File: config.mk
export PLATFORM = sky130hd
export DESIGN_NAME = cache_refill_ctrl_flat
export DESIGN_NICKNAME = d
export VERILOG_FILES = /design/src/rtl/cache_refill_ctrl_if.sv /design/src/rtl/cache_refill_ctrl.sv /design/src/flat_wrapper.sv
export SDC_FILE = /design/constraint.sdc
export NUM_CORES = 1
export LEC_CHECK = 0
export ABC_AREA = 1
export BUFFER_PORTS_ARGS = -buffer_cell sky130_fd_sc_hd__buf_2
export CAP_MARGIN = 20
export CORE_AREA = 4 4 245 247
export CTS_BUF_LIST = sky130_fd_sc_hd__clkbuf_2 sky130_fd_sc_hd__clkbuf_4 sky130_fd_sc_hd__clkbuf_8
export CTS_CLUSTER_SIZE = 8
export DETAILED_ROUTE_END_ITERATION = 10
export DIE_AREA = 0 0 249 251
export GPL_TIMING_DRIVEN = 0
export REMOVE_ABC_BUFFERS = 1
export SETUP_SLACK_MARGIN = 0.2
export SLEW_MARGIN = 20
export SYNTH_ARGS = -nofsm -noshare
export SYNTH_HDL_FRONTEND = slang
export SYNTH_SLANG_ARGS = --single-unit
export TNS_END_PERCENT = 1
File: constraint.sdc
create_clock -name clk -period 2.86 [get_ports clk]
set_input_delay 0.429 -clock clk [delete_from_list [all_inputs] [get_ports clk]]
set_output_delay 0.429 -clock clk [all_outputs]
set_load 0.005 [all_outputs]
File: src/rtl/cache_refill_ctrl_if.sv
// Memory read port for I-cache line refill.
// Controller drives req/addr, memory returns ack/rvalid/rdata.
interface cache_refill_ctrl_if #(
  parameter int LINE_W = 256
);
  logic              mem_req;
  logic [31:0]       mem_addr;
  logic              mem_ack;
  logic              mem_rvalid;
  logic [LINE_W-1:0] mem_rdata;

  modport master (
    output mem_req, mem_addr,
    input  mem_ack, mem_rvalid, mem_rdata
  );

  modport slave (
    input  mem_req, mem_addr,
    output mem_ack, mem_rvalid, mem_rdata
  );
endinterface

File: src/rtl/cache_refill_ctrl.sv
// Miss handling, LRU victim choice, line refill and flush
// sequencing for the 2-way set-associative instruction cache.
module cache_refill_ctrl #(
  parameter int LINE_W = 256,
  parameter int TAG_W  = 24,
  parameter int IDX_W  = 3,
  parameter int CNT_W  = 16
) (
  input  logic              clk,
  input  logic              reset,
  input  logic [31:0]       pcOut,
  input  logic              fetch_valid,
  input  logic              match_set0,
  input  logic              match_set1,
  input  logic              valid_set0,
  input  logic              valid_set1,
  input  logic              flush,
  cache_refill_ctrl_if.master mem,
  output logic              hit,
  output logic              stall,
  output logic              regWrite_set0,
  output logic              regWrite_set1,
  output logic [IDX_W-1:0]  wr_index,
  output logic              inp_viv,
  output logic [TAG_W-1:0]  in_tag,
  output logic [LINE_W-1:0] inputData,
  output logic [CNT_W-1:0]  miss_count
);

  localparam int LINES = 2 ** IDX_W;
  localparam int IDX_LO = 5;
  localparam int TAG_LO = IDX_LO + IDX_W;

  typedef enum logic [2:0] {
    IDLE, REQ, WAIT, FILL, FLUSH
  } state_t;

  state_t            state, nxt;
  logic [LINES-1:0]  lru;
  logic              victim;
  logic              hit0, hit_any;
  logic              miss;
  logic [IDX_W-1:0]  idx;
  logic [IDX_W-1:0]  last_idx;
  logic [31:0]       addr_q;

  assign idx      = pcOut[TAG_LO-1:IDX_LO];
  assign last_idx = '1;
  assign hit0     = match_set0 & valid_set0;
  assign hit_any  = hit0 | (match_set1 & valid_set1);
  assign mem.mem_addr = addr_q;

  always_comb begin
    nxt           = state;
    hit           = 1'b0;
    stall         = 1'b0;
    miss          = 1'b0;
    mem.mem_req   = 1'b0;
    regWrite_set0 = 1'b0;
    regWrite_set1 = 1'b0;
    inp_viv       = 1'b0;
    unique case (state)
      IDLE: begin
        hit   = fetch_valid & ~flush & hit_any;
        stall = fetch_valid & ~hit;
        miss  = fetch_valid & ~flush & ~hit_any;
        if (flush)     nxt = FLUSH;
        else if (miss) nxt = REQ;
      end
      REQ: begin
        stall       = 1'b1;
        mem.mem_req = 1'b1;
        if (mem.mem_ack)
          nxt = mem.mem_rvalid ? FILL : WAIT;
      end
      WAIT: begin
        stall = 1'b1;
        if (mem.mem_rvalid) nxt = FILL;
      end
      FILL: begin
        stall         = 1'b1;
        regWrite_set0 = ~victim;
        regWrite_set1 = victim;
        inp_viv       = 1'b1;
        nxt           = IDLE;
      end
      FLUSH: begin
        stall         = 1'b1;
        regWrite_set0 = 1'b1;
        regWrite_set1 = 1'b1;
        if (wr_index == last_idx) nxt = IDLE;
      end
      default: nxt = IDLE;
    endcase
  end

  always_ff @(posedge clk) begin
    if (!reset) begin
      state      <= IDLE;
      lru        <= '0;
      victim     <= 1'b0;
      addr_q     <= '0;
      in_tag     <= '0;
      wr_index   <= '0;
      inputData  <= '0;
      miss_count <= '0;
    end else begin
      state <= nxt;
      unique case (state)
        IDLE: begin
          if (flush) begin
            wr_index <= '0;
            in_tag   <= '0;
            lru      <= '0;
          end else if (hit) begin
            lru[idx] <= hit0;
          end else if (miss) begin
            addr_q   <= {pcOut[31:IDX_LO], 5'b0};
            in_tag   <= pcOut[31:TAG_LO];
            wr_index <= idx;
            // fill an empty way first, else LRU picks
            victim   <= !valid_set0 ? 1'b0 :
                        !valid_set1 ? 1'b1 : lru[idx];
            if (miss_count != '1)
              miss_count <= miss_count + 1'b1;
          end
        end
        REQ: begin
          if (mem.mem_ack && mem.mem_rvalid)
            inputData <= mem.mem_rdata;
        end
        WAIT: begin
          if (mem.mem_rvalid)
            inputData <= mem.mem_rdata;
        end
        FILL: lru[wr_index] <= ~victim;
        FLUSH: begin
          lru <= '0;
          if (wr_index != last_idx)
            wr_index <= wr_index + 1'b1;
        end
        default: ;
      endcase
    end
  end

endmodule
File: src/flat_wrapper.sv
// flat-port wrapper written by rule: the top's interface ports become plain ports
module cache_refill_ctrl_flat 
#(
  parameter int LINE_W = 256,
  parameter int TAG_W  = 24,
  parameter int IDX_W  = 3,
  parameter int CNT_W  = 16
)
  (clk, reset, pcOut, fetch_valid, match_set0, match_set1, valid_set0, valid_set1, flush, hit, stall, regWrite_set0, regWrite_set1, wr_index, inp_viv, in_tag, inputData, miss_count, mem_mem_req, mem_mem_addr, mem_mem_ack, mem_mem_rvalid, mem_mem_rdata);
  cache_refill_ctrl_if #(.LINE_W(LINE_W)) mem_i ();
  input  logic clk;
  input  logic reset;
  input  logic [31:0] pcOut;
  input  logic fetch_valid;
  input  logic match_set0;
  input  logic match_set1;
  input  logic valid_set0;
  input  logic valid_set1;
  input  logic flush;
  output logic hit;
  output logic stall;
  output logic regWrite_set0;
  output logic regWrite_set1;
  output logic [IDX_W-1:0] wr_index;
  output logic inp_viv;
  output logic [TAG_W-1:0] in_tag;
  output logic [LINE_W-1:0] inputData;
  output logic [CNT_W-1:0] miss_count;
  output wire logic [$bits(mem_i.mem_req)-1:0] mem_mem_req;
  output wire logic [$bits(mem_i.mem_addr)-1:0] mem_mem_addr;
  input wire logic [$bits(mem_i.mem_ack)-1:0] mem_mem_ack;
  input wire logic [$bits(mem_i.mem_rvalid)-1:0] mem_mem_rvalid;
  input wire logic [$bits(mem_i.mem_rdata)-1:0] mem_mem_rdata;
  assign mem_mem_req = mem_i.mem_req;
  assign mem_mem_addr = mem_i.mem_addr;
  assign mem_i.mem_ack = mem_mem_ack;
  assign mem_i.mem_rvalid = mem_mem_rvalid;
  assign mem_i.mem_rdata = mem_mem_rdata;
  cache_refill_ctrl #(.LINE_W(LINE_W), .TAG_W(TAG_W), .IDX_W(IDX_W), .CNT_W(CNT_W)) u_core (.clk(clk), .reset(reset), .pcOut(pcOut), .fetch_valid(fetch_valid), .match_set0(match_set0), .match_set1(match_set1), .valid_set0(valid_set0), .valid_set1(valid_set1), .flush(flush), .mem(mem_i), .hit(hit), .stall(stall), .regWrite_set0(regWrite_set0), .regWrite_set1(regWrite_set1), .wr_index(wr_index), .inp_viv(inp_viv), .in_tag(in_tag), .inputData(inputData), .miss_count(miss_count));
endmodule
# Yosys cells after proc, flatten, opt, wreduce, memory -nomap -nowiden
# Cells that the tools add are included.
# totals
ff_bits	338
latchBits	0
ramBits	0
romBits	0
word_cells	97
memories	0
# op_classes
add_sub_neg	2
n_mul	0
div	0
n_lt_le_gt_ge	4
n_eq_ne	17
n_shift	0
mux	38
bitwise	12
n_reduce_logical	16
# ops
operator	count
2-to-1 mux 256 bit	2
case mux 256 bit (2 select lines)	1
2-to-1 mux 24 bit	3
2-to-1 mux 3 bit	9
case mux 8 bit (3 select lines)	1
adder 16 x 1 -> 16 bit (second input constant)	1
bitwise mux 8 bit	2
2-to-1 mux 8 bit	2
!= test 16 bit (second input constant)	1
case mux 3 bit (4 select lines)	1
AND reduction 4 bit	3
2-to-1 mux 1 bit	10
!= test 3 bit (second input constant)	3
less-than comparator 3 x 4 -> 1 bit (second input constant)	2
AND 1 bit	6
demux 1 bit (select 3 bit)	2
equality test 3 x 2 -> 1 bit (second input constant)	2
equality test 3 bit (second input constant)	2
>= comparator 3 x 1 -> 1 bit (second input constant)	2
!= test 2 x 1 -> 1 bit (second input constant)	3
!= test 2 bit (second input constant)	3
!= test 3 x 2 -> 1 bit (second input constant)	2
case mux 1 bit (2 select lines)	3
case mux 3 bit (2 select lines)	1
13 further kinds	22

# Longest topological paths before layout
# Gate-level depths: netlist of run 1.
# logic_depth
depth_word	9
ltp_mapped	9
mapped_depth_nobuf	9

# Worst setup path before layout of run 1
# No wires, ideal clock.
# synth_path
kind	flip-flop to flip-flop
from	reg u_core.miss_count[0]
to	reg u_core.miss_count[14]
setup_ps	70
t_arrival_ps	1485
t_required_ps	2790
slack_ps	1305
stages_incl_launch_ff	9
path_buffers	1
cell_sequence	dfxtp_1 ha_1 nand2_1 nor2_1 nand4_1 nand2_2 buf_4 nand2_1 a21oi_1
# synth_via
elab_chain_cells	2
elab_cells_between_ends	3
# synth_lines
item	line_no	text
start: declaration	cache_refill_ctrl.sv:27	output logic [CNT_W-1:0] miss_count
start signal: assignment	cache_refill_ctrl.sv:125	miss_count <= miss_count + 1'b1;
branches (longest 2 deep; another with adder 16 x 1 -> 16 bit)	--	
# Several ways; the timed one is not identified.
# A chain may end at the register's enable or synchronous reset.

# Worst setup path after layout of run 1
# Ends and elaborated chain as after synthesis.

==> results of run 1 <==
## worst paths after layout
path | start | end | slack (ps) | depth (start not counted)
worst min register to register | u_core.inputData[96] | u_core.inputData[96] | 440 | 2
worst max-delay path | u_core.miss_count[0] | u_core.miss_count[14] | 350 | 8
worst max register to register | u_core.miss_count[0] | u_core.miss_count[14] | 350 | 8
worst min-delay path | mem_mem_rdata[93] | u_core.inputData[93] | 80 | 3
## state kept, by name, indices dropped and copies added, names as in the netlist
name and cells:
u_core.miss_count 16, u_core.in_tag 24, u_core.inputData 256, u_core.victim 1, u_core.lru 8, u_core.mem.mem_addr 27, u_core.wr_index 3, u_core.state 3
## power by group
| group | internal, mW | switching [mW] | leakage (nW) | total (mW) |
|---|---|---|---|---|
| combinational | 1.89 | 2.58 | 5.49 | 4.47 |
| sequential | 5.84 | 0.581 | 2.75 | 6.42 |
| clock | 2.88 | 2.11 | 0.721 | 4.98 |
## layer usage
metal  up-vias  global-route usage (%)
li1       6904                       -
met1      6014                    15.5
met5         -                       0
met3       101                    4.95
met2       520                    25.4
met4         2                    5.11
## cell families after synthesis
| family | after synthesis | synth area share, % |
|---|---|---|
| buf+inv | 407 | 13.8 |
| fa+ha+maj | 3 | 0.287 |
| compound gates | 626 | 24.2 |
| flops | 338 | 51.8 |
| simple gates | 288 | 9.55 |
| xor+xnor | 5 | 0.335 |
| other cells | 1 | 0.0287 |
## critical path, stage by stage (launching register included)
cell and delay [ps]:
dfxtp_1 390, ha_1 200, nand2_1 80, nor2_1 310, nand4_1 500, nand2_2 480, clkinv_2 230, nand2_1 100
a21oi_1 60
## per-stage QoR
stage | util [%] | std cells | area [µm²]
5_1_grt | 34.4 | 3246 | 19800
2_1_floorplan | - | 1561 | 12400
4_1_cts | 34.3 | 3238 | 19700
6_report | 34.4 | 3247 | 19800
3_5_place_dp | 29.1 | 2960 | 16700
3_3_place_gp | 28.6 | 2950 | 16500
## cell usage after synthesis, types with 3 or more instances
library cell	n	area, µm²
inv_1	290	1090
buf_6	26	293
ha_1	3	37.5
inv_2	5	18.8
clkbuf_1	42	158
o211ai_1	5	37.5
xor2_1	4	35.0
nand2_1	171	642
a21oi_1	334	1670
buf_4	12	90.1
dfxtp_1	338	6770
nand4_1	11	68.8
nand2_2	3	18.8
o21ai_0	186	931
nor2_1	52	195
o21ai_1	97	485
nand3_1	36	180
buf_2	30	150
nand3b_1	3	22.5
## timing repair
item,4_1_cts,5_1_grt
endpoints found under the setup margin,0,39
endpoints found under the hold margin,167,0
setup buffers,0,2
hold buffers,167,0
## cell type report
class                           instances  area [µm²]
Antenna cell                            6        15.0
Clock buffer                           93        1170
Clock inverter                         18         179
Fill cell                            6053       37800
Inverter                              296        1110
Multi-Input combinational cell        928        4520
Sequential cell                       338        6770
Tap cell                              765         957
Timing Repair Buffer                  803        5060
==> results.cfg, run 1 <==
[clock_tree]
clk_pin_slew_ps = 60
cts_tree = done
cts-root-buf = clkbuf_8
cts_max_level = 2
clockBufferDepth = 3
clock_latency_ps = 640
cts_resized = 0
cts_sinks = 338
numCtsBuffers = 61

[grt]
gr-usage-all-layers_pct = 14.1
first_global_vias = 13000
antenna_found_initial = 11
grt_pass1_wl_um = 71900
grt_start_max_net_pins = 118
grt-ovfl-total = 0

[outcome]
outcome = complete, no violations

[sta]
min_period_ps = 2510
setup_viol = 0
rsz0062_at_grt = yes
max_slew_margin_pct = 40.2
worst_slack_ps = 352
worst_pin_slew_ps = 894
fin_skew_ps = 21.0
hold_viol_final = 0
fin_crit_sh_pct = 87.7
fin_tns_setup_ps = 0
fmax_mhz = 399
holdWs_ps = 76.8
slew_viol_final = 0

[yosys]
ys_ff_latch = 338
yosysWarnings = 0
synthDistinctLibCells = 35
syn_area_mm2 = 0.0131
netlist_instances = 1668
yosysSeqAreaShare_pct = 51.8
synthFlopType = dfxtp_1
synth.avg_cell_area_um2 = 7.84
ys_async_sr_fraction_pct = 0
synth_edf_count = 0

[placed_design]
portBuffers = 624
pre_cts_ws_ps = 319
place_hpwl_um = 33300
globalplace.congestion = 0.833

[floorplanning]
io_pins = 635
die_h_um = 251
initial_core_util_pct = 22.7
die-area_mm2 = 0.0625
chipWidth_um = 249
rows = 88
coreArea_mm2 = 0.0576

[cells_and_area]
layout_common_cells = buf_2, dfxtp_1, a21oi_1
synthToLayoutAreaGrowth_pct = 51.4
fin_nets = 2729
mostFrequentLayoutCell = buf_2
drive_above_1_share_pct = 31.0

[route]
wl_per_cell_um = 14.7
vias_per_cell = 4.17
drtIter0Drc = 690
dr_wl_met3_um = 4020
first_pass_iters = 5
via_count = 13500
antenna_left = 0
top_layer = met5
wl_um = 47800
drcViolationCount = 0
met1_length_um = 18300
wl_met2_um = 23900

[pwr]
powerDensity_mw_per_mm2 = 802
p_leak_nw = 8.96
ir_drop_mv = 0.502
p_total_mw = 15.9

[critical_path]
path_max_fanout = 15
cp.required_ps = 3330
worstSetupPathType = reg -> reg
start_kind = flip-flop
arrival_ps = 2980
endpoint_kind = flip-flop

[flow_run]
maxCapViolCount = 0

[min_path]
hp-class = in -> reg
(Power assumes the default switching activity.)
==> run 2, diff against run 1 <==
--- a/config.mk
+++ b/config.mk
@@ -16,6 +16,7 @@
 export GPL_TIMING_DRIVEN = 0
 export REMOVE_ABC_BUFFERS = 1
 export SETUP_SLACK_MARGIN = 0.2
+export SKIP_LAST_GASP = 1
 export SLEW_MARGIN = 20
 export SYNTH_ARGS = -nofsm -noshare
 export SYNTH_HDL_FRONTEND = slang
==> constraint.sdc (replaced) <==
create_clock -name clk -period 3.15 [get_ports clk]
set_input_delay 0.4725 -clock clk [delete_from_list [all_inputs] [get_ports clk]]
set_output_delay 0.4725 -clock clk [all_outputs]
set_load 0.005 [all_outputs]
==> run 2 against run 1 <==
- setup slack improved by 270 ps
- sequential share of layout area rose by 3.2 points
- count of clock-buffer cells in the layout did not move
- critical endpoint is now u_core.inputData[165]
- highest routed layer unchanged
==> results.cfg, run 2 (same netlist as run 1, synthesis figures left out) <==
[outcome]
outcome = complete, no violations

[cells_and_area]
fillers = 6282
fin_nets = 2559
layout_common_cells = buf_2, dfxtp_1, a21oi_1
top_register = u_core.inputData
largest_register_ffs = 256
drive_above_1_share_pct = 33.2
final_cell_count_no_fill = 3074
synthToLayoutAreaGrowth_pct = 38.3
mostFrequentLayoutCell = buf_2
final-seq-area_mm2 = 0.00677
multi_input_area_mm2 = 0.00451

[sta]
worst_slack_ps = 624
hold_viol_final = 0
slew_viol_final = 0
worst_pin_slew_ps = 887
fin_crit_sh_pct = 80.2
fin_skew_ps = 19.4
setup_viol = 0
rsz0062_at_grt = no
min_period_ps = 2530
fmax_mhz = 396
max_slew_margin_pct = 40.7

[placed_design]
placed_cells = 2960
globalplace.congestion = 0.833
place_hpwl_um = 33300
pre_cts_ws_ps = 609
portBuffers = 624

[clock_tree]
cts_sinks = 338
cts_max_level = 2
cts_setup_buffers = 0
cts-root-buf = clkbuf_8
clockBufferDepth = 3
clock_latency_ps = 640
hold_buffers = 0
clk_pin_slew_ps = 60
cts_tree = done
cts_resized = 0
numCtsBuffers = 61

[grt]
first_global_vias = 11900
gr-usage-all-layers_pct = 13.4
grt_start_max_net_pins = 118
grt-ovfl-total = 0
antenna_found_initial = 13
grt_pass1_wl_um = 67500

[floorplanning]
rows = 88
initial_core_util_pct = 22.7
chipWidth_um = 249
die_h_um = 251
io_pins = 635
die-area_mm2 = 0.0625
coreArea_mm2 = 0.0576

[pwr]
p_total_mw = 14.1
p_leak_nw = 8.25
powerDensity_mw_per_mm2 = 782
clock_power_share_pct = 31.9
ir_drop_mv = 0.456
p_comb_share_pct = 26.9
p_switching_mw = 4.66
intPower_mw = 9.48
swShare_pct = 33.0
pwr-share-seq_pct = 41.2

[route]
wl_um = 45000
first_pass_iters = 7
drcViolationCount = 0
via_count = 12700
antenna_left = 0
wl_per_cell_um = 14.6
vias_per_cell = 4.14
drtIter0Drc = 591

[flow_run]
maxCapViolCount = 0

[min_path]
whs_path_depth = 3
hp-class = in -> reg
worst_hold_path.endpoint = u_core.inputData[28]
hold_start = mem_mem_rdata[28]

[critical_path]
reg2reg_to = u_core.inputData[165]
reg2reg_from = u_core.state[2]
crit_start = u_core.state[2]
cp.required_ps = 3720
rrSetupSlack_ps = 620
arrival_ps = 3090
worst-r2r-cell-count = 10
endpoint_kind = flip-flop
start_kind = flip-flop
worstSetupPathType = reg -> reg
path_max_fanout = 76
run 2: changes by cell type in the layout (fill, tap and decap cells not counted), sizes merged:
cell and delta:
diode -3, dlygate4sd3 -167, nand3 -1, buf -2
run 2: power by group through the flow:
stage	clock (mW)	sequential [mW]	combinational, mW
after floorplan	0	5.99	1.77
after global placement	0	5.88	3.82
after detailed placement	0	5.89	3.88
after CTS	4.74	5.82	3.89
after global routing	4.93	5.95	4.31
final	4.51	5.82	3.81
run 2: critical path, cell delays in order (launching register included):
cell	delay [ps]
dfxtp_1	350
inv_2	140
nand2_2	90
nor2_4	130
nand2_2	100
nand3_4	340
buf_12	310
buf_16	280
buf_16	290
o21ai_1	160
a21oi_1	170
run 2: stage by stage:
step / setup TNS (ps) / util, % / hold WS [ps] / instance area (µm²)
after floorplan: -284220 / - / 440 / 12400
after global placement: -1072570 / 28.6 / 429 / 16500
after detailed placement: 0 / 29.1 / 433 / 16700
after CTS: 0 / 31.4 / 1.24 / 18100
after global routing: 0 / 31.4 / 34.6 / 18100
final: 0 / 31.4 / 96.3 / 18100
run 2: how the worst max path moves through the flow:
stage                                       end  slack (ps)  depth (start not counted)
after floorplan             u_core.inputData[0]       -1150                          6
after global placement       u_core.wr_index[0]       -4410                          4
after detailed placement  u_core.inputData[165]         610                         10
after CTS                 u_core.inputData[165]         590                         10
after global routing      u_core.inputData[207]         390                         10
final                     u_core.inputData[165]         620                         10
run 2: final cells by class:
type / instances / area share (%)
flip-flops and latches: 338 / 37.4
clock inverters: 18 / 0.989
clock buffers: 93 / 6.46
repair buffers: 634 / 18.7
diodes: 3 / 0.0415
inverters: 296 / 6.16
well taps: 765 / 5.29
multi-input cells: 927 / 25.0
run 2: layer usage:
layer	track usage, %	wire length, µm	vias to the layer above
li1	-	-	6563
met1	14.7	17300	5581
met2	23.8	22300	491
met3	5.28	4250	80
met4	4.36	1160	6
met5	0	32	-
==> run 3, diff against run 2 <==
--- a/config.mk
+++ b/config.mk
@@ -5,14 +5,14 @@
 export SDC_FILE = /design/constraint.sdc
 export NUM_CORES = 1
 export LEC_CHECK = 0
-export ABC_AREA = 1
+export ABC_AREA = 0
 export BUFFER_PORTS_ARGS = -buffer_cell sky130_fd_sc_hd__buf_2
 export CAP_MARGIN = 20
-export CORE_AREA = 4 4 245 247
+export CORE_AREA = 4 4 244 246
 export CTS_BUF_LIST = sky130_fd_sc_hd__clkbuf_2 sky130_fd_sc_hd__clkbuf_4 sky130_fd_sc_hd__clkbuf_8
 export CTS_CLUSTER_SIZE = 8
 export DETAILED_ROUTE_END_ITERATION = 10
-export DIE_AREA = 0 0 249 251
+export DIE_AREA = 0 0 248 250
 export GPL_TIMING_DRIVEN = 0
 export REMOVE_ABC_BUFFERS = 1
 export SETUP_SLACK_MARGIN = 0.2
==> constraint.sdc (replaced) <==
create_clock -name clk -period 2.5 [get_ports clk]
set_input_delay 0.375 -clock clk [delete_from_list [all_inputs] [get_ports clk]]
set_output_delay 0.375 -clock clk [all_outputs]
set_load 0.005 [all_outputs]
==> run 3 against run 2 <==
- worst hold slack worse by 15 ps
- clock power increased by 12%
- critical path depth rose by 1
- sequential power is essentially flat
==> results.cfg, run 3 <==
[yosys]
syn_area_mm2 = 0.0134
synth_common_cells = nand2_1, dfxtp_1, a21boi_1, a21boi_0, clkbuf_1
synth_edf_count = 0
netlist_instances = 1565
synth.avg_cell_area_um2 = 8.59
ys_async_sr_fraction_pct = 0
yosysSeqAreaShare_pct = 50.3
synth.top_cell.area_share_pct = 50.3
yosys.area.top_type = dfxtp_1
synthFlopType = dfxtp_1
ys_top_cells_by_area = dfxtp_1, nand2_1, a21boi_1
ys_ff_latch = 338
yosys.cell_count.top_type = nand2_1
yosysWarnings = 0
synthDistinctLibCells = 56

[sta]
slew_viol_final = 0
min_period_ps = 2290
max_slew_margin_pct = 43.9
setup_viol = 0
worst_slack_ps = 214
fin_tns_setup_ps = 0
fin_crit_sh_pct = 91.4
rsz0062_at_grt = yes
fin_skew_ps = 28.4
hold_viol_final = 0
fmax_mhz = 437
worst_pin_slew_ps = 839

[critical_path]
slowest_delay_ps = 410
endpoint_kind = flip-flop
cp.required_ps = 3010
path_cells = and2b_2 -> a21oi_4 -> nor3b_4 -> buf_4 -> buf_8 -> buf_12 -> buf_12 -> buf_8 -> buf_6 -> nand2_1 -> a21boi_1
path_max_fanout = 19
critPathTopFamily = buffers and inverters
slowest_stage = dfxtp_4
crit_buf_inv = 6
start_kind = flip-flop
rrSetupSlack_ps = 210
arrival_ps = 2800
worstSetupPathType = reg -> reg

[pwr]
ir_drop_mv = 0.376
p_switching_mw = 3.31
pwr-share-seq_pct = 45.4
clock_power_share_pct = 39.6
p_leak_nw = 9.46
swShare_pct = 26.0
intPower_mw = 9.44
powerDensity_mw_per_mm2 = 596
p_total_mw = 12.8
p_comb_share_pct = 15.0

[cells_and_area]
fin_nets = 2749
synthToLayoutAreaGrowth_pct = 59.0
drive_above_1_share_pct = 31.8
largest_register_ffs = 256
fin_area_mm2 = 0.0214
layout_common_cells = buf_2, nand2_1, dfxtp_1
fin_util_pct = 37.3
fillers = 5671
top_register = u_core.inputData
mostFrequentLayoutCell = buf_2

[placed_design]
portBuffers = 624
place_hpwl_um = 33300
place_area_mm2 = 0.0172
globalplace.congestion = 0.866
pre_cts_ws_ps = -135

[route]
wl_per_cell_um = 15.3
via_count = 14300
wl_um = 49700
first_pass_iters = 5
antenna_left = 0
drcViolationCount = 0
drtIter0Drc = 821
vias_per_cell = 4.39

[grt]
grt_pass1_wl_um = 74100
grt_start_max_net_pins = 153
grt-ovfl-total = 0
gr-usage-all-layers_pct = 14.6
antenna_found_initial = 3
first_global_vias = 14100

[floorplanning]
chipWidth_um = 248
die_h_um = 250
die-area_mm2 = 0.0620
coreArea_mm2 = 0.0574
rows = 88
io_pins = 635
initial_core_util_pct = 23.4

[clock_tree]
cts_tree = done
numCtsBuffers = 58
clk_pin_slew_ps = 60
clock_latency_ps = 630
clockBufferDepth = 3
cts_max_level = 2
cts_sinks = 338
cts-root-buf = clkbuf_8

[min_path]
hp-class = in -> reg

[outcome]
outcome = complete, no violations

[flow_run]
maxCapViolCount = 0
## run 3: cell count changes after synthesis, moves of 9 or more
cell,before,now
nand2_1,171,600
a21oi_1,334,11
inv_1,290,7
a21boi_1,0,243
o21ai_0,186,19
o21ai_1,97,0
a21boi_0,0,68
nor2_1,52,25
nand3_1,36,11
mux2i_1,0,17
and2_1,2,12
nor3b_1,0,9
## run 3: path summary, 6_finish.rpt
kind                              start               endpoint  depth (start not counted)
setup / recovery        u_core.state[1]  u_core.inputData[153]                         11
hold / removal                pcOut[16]       u_core.in_tag[8]                          3
setup reg to reg        u_core.state[1]  u_core.inputData[153]                         11
hold reg to reg   u_core.inputData[122]  u_core.inputData[122]                          2
## run 3: logic make-up (layout without fill, tap and decap cells)
| family | Yosys count | count (layout) | synth area share (%) |
|---|---|---|---|
| AOI/OAI and AO/OA | 363 | 363 | 19.8 |
| adders and majority gates | 3 | 3 | 0.279 |
| and+or+nand+nor | 704 | 706 | 21.9 |
| other | 1 | 6 | 0.0279 |
| buffers and inverters | 128 | 1043 | 5.58 |
| xor gates and xnor gates | 10 | 10 | 0.651 |
| DFF | 338 | 338 | 50.3 |
| muxes | 18 | 18 | 1.35 |
## run 3: metal layers
metal	share of wire [%]	up-vias	track usage, %	wire length [µm]
met5	0.024	-	0	12
met4	4.5	2	7.14	2230
met3	7.6	157	3.78	3780
met2	49	574	25.7	24600
met1	38	6639	16.2	19100
li1	-	6895	-	-
## run 3: repair_timing
item | CTS | global route
pin swaps | 2 | 4
buffers inserted | 3 | 15
gates cloned | 1 | 2
endpoints found under the setup margin | 186 | 169
hold endpoints to repair | 295 | 0
hold buffers | 273 | 0
resized for setup | 3 | 12
## run 3: tightest hold or removal path: cells and delay by family
| family | cells | cell delay [ps] |
|---|---|---|
| AND/OR/NAND/NOR | 1 | 80 |
| AO/OA/AOI/OAI | 1 | 80 |
| buffers and inverters | 1 | 100 |
## run 3: cell type report
class,count,area [µm²],share of cell area (%)
Clock buffer,90,1120,5.24
Tap cell,765,957,4.48
Antenna cell,1,2.50,0.0117
Inverter,7,26.3,0.123
Clock inverter,8,48.8,0.228
Timing Repair Buffer,938,6460,30.2
Sequential cell,338,6780,31.7
Multi-Input combinational cell,1105,5990,28.0
## run 3: power groups by stage
stage | Sequential [mW] | Clock, mW | Combinational, mW
after CTS | 5.78 | 5.25 | 1.84
after global routing | 5.81 | 5.49 | 2.08
final | 5.79 | 5.05 | 1.91
after global placement | 5.88 | 0 | 1.50
after detailed placement | 5.89 | 0 | 1.48
after floorplan | 5.89 | 0 | 0.688
## run 3: per-stage QoR
stage / hold slack (ps) / cells
after CTS: 0.423 / 3234
after global routing: 20.4 / 3252
after floorplan: 451 / 1448
final: 81.7 / 3252
after global placement: 437 / 2837
after detailed placement: 442 / 2859
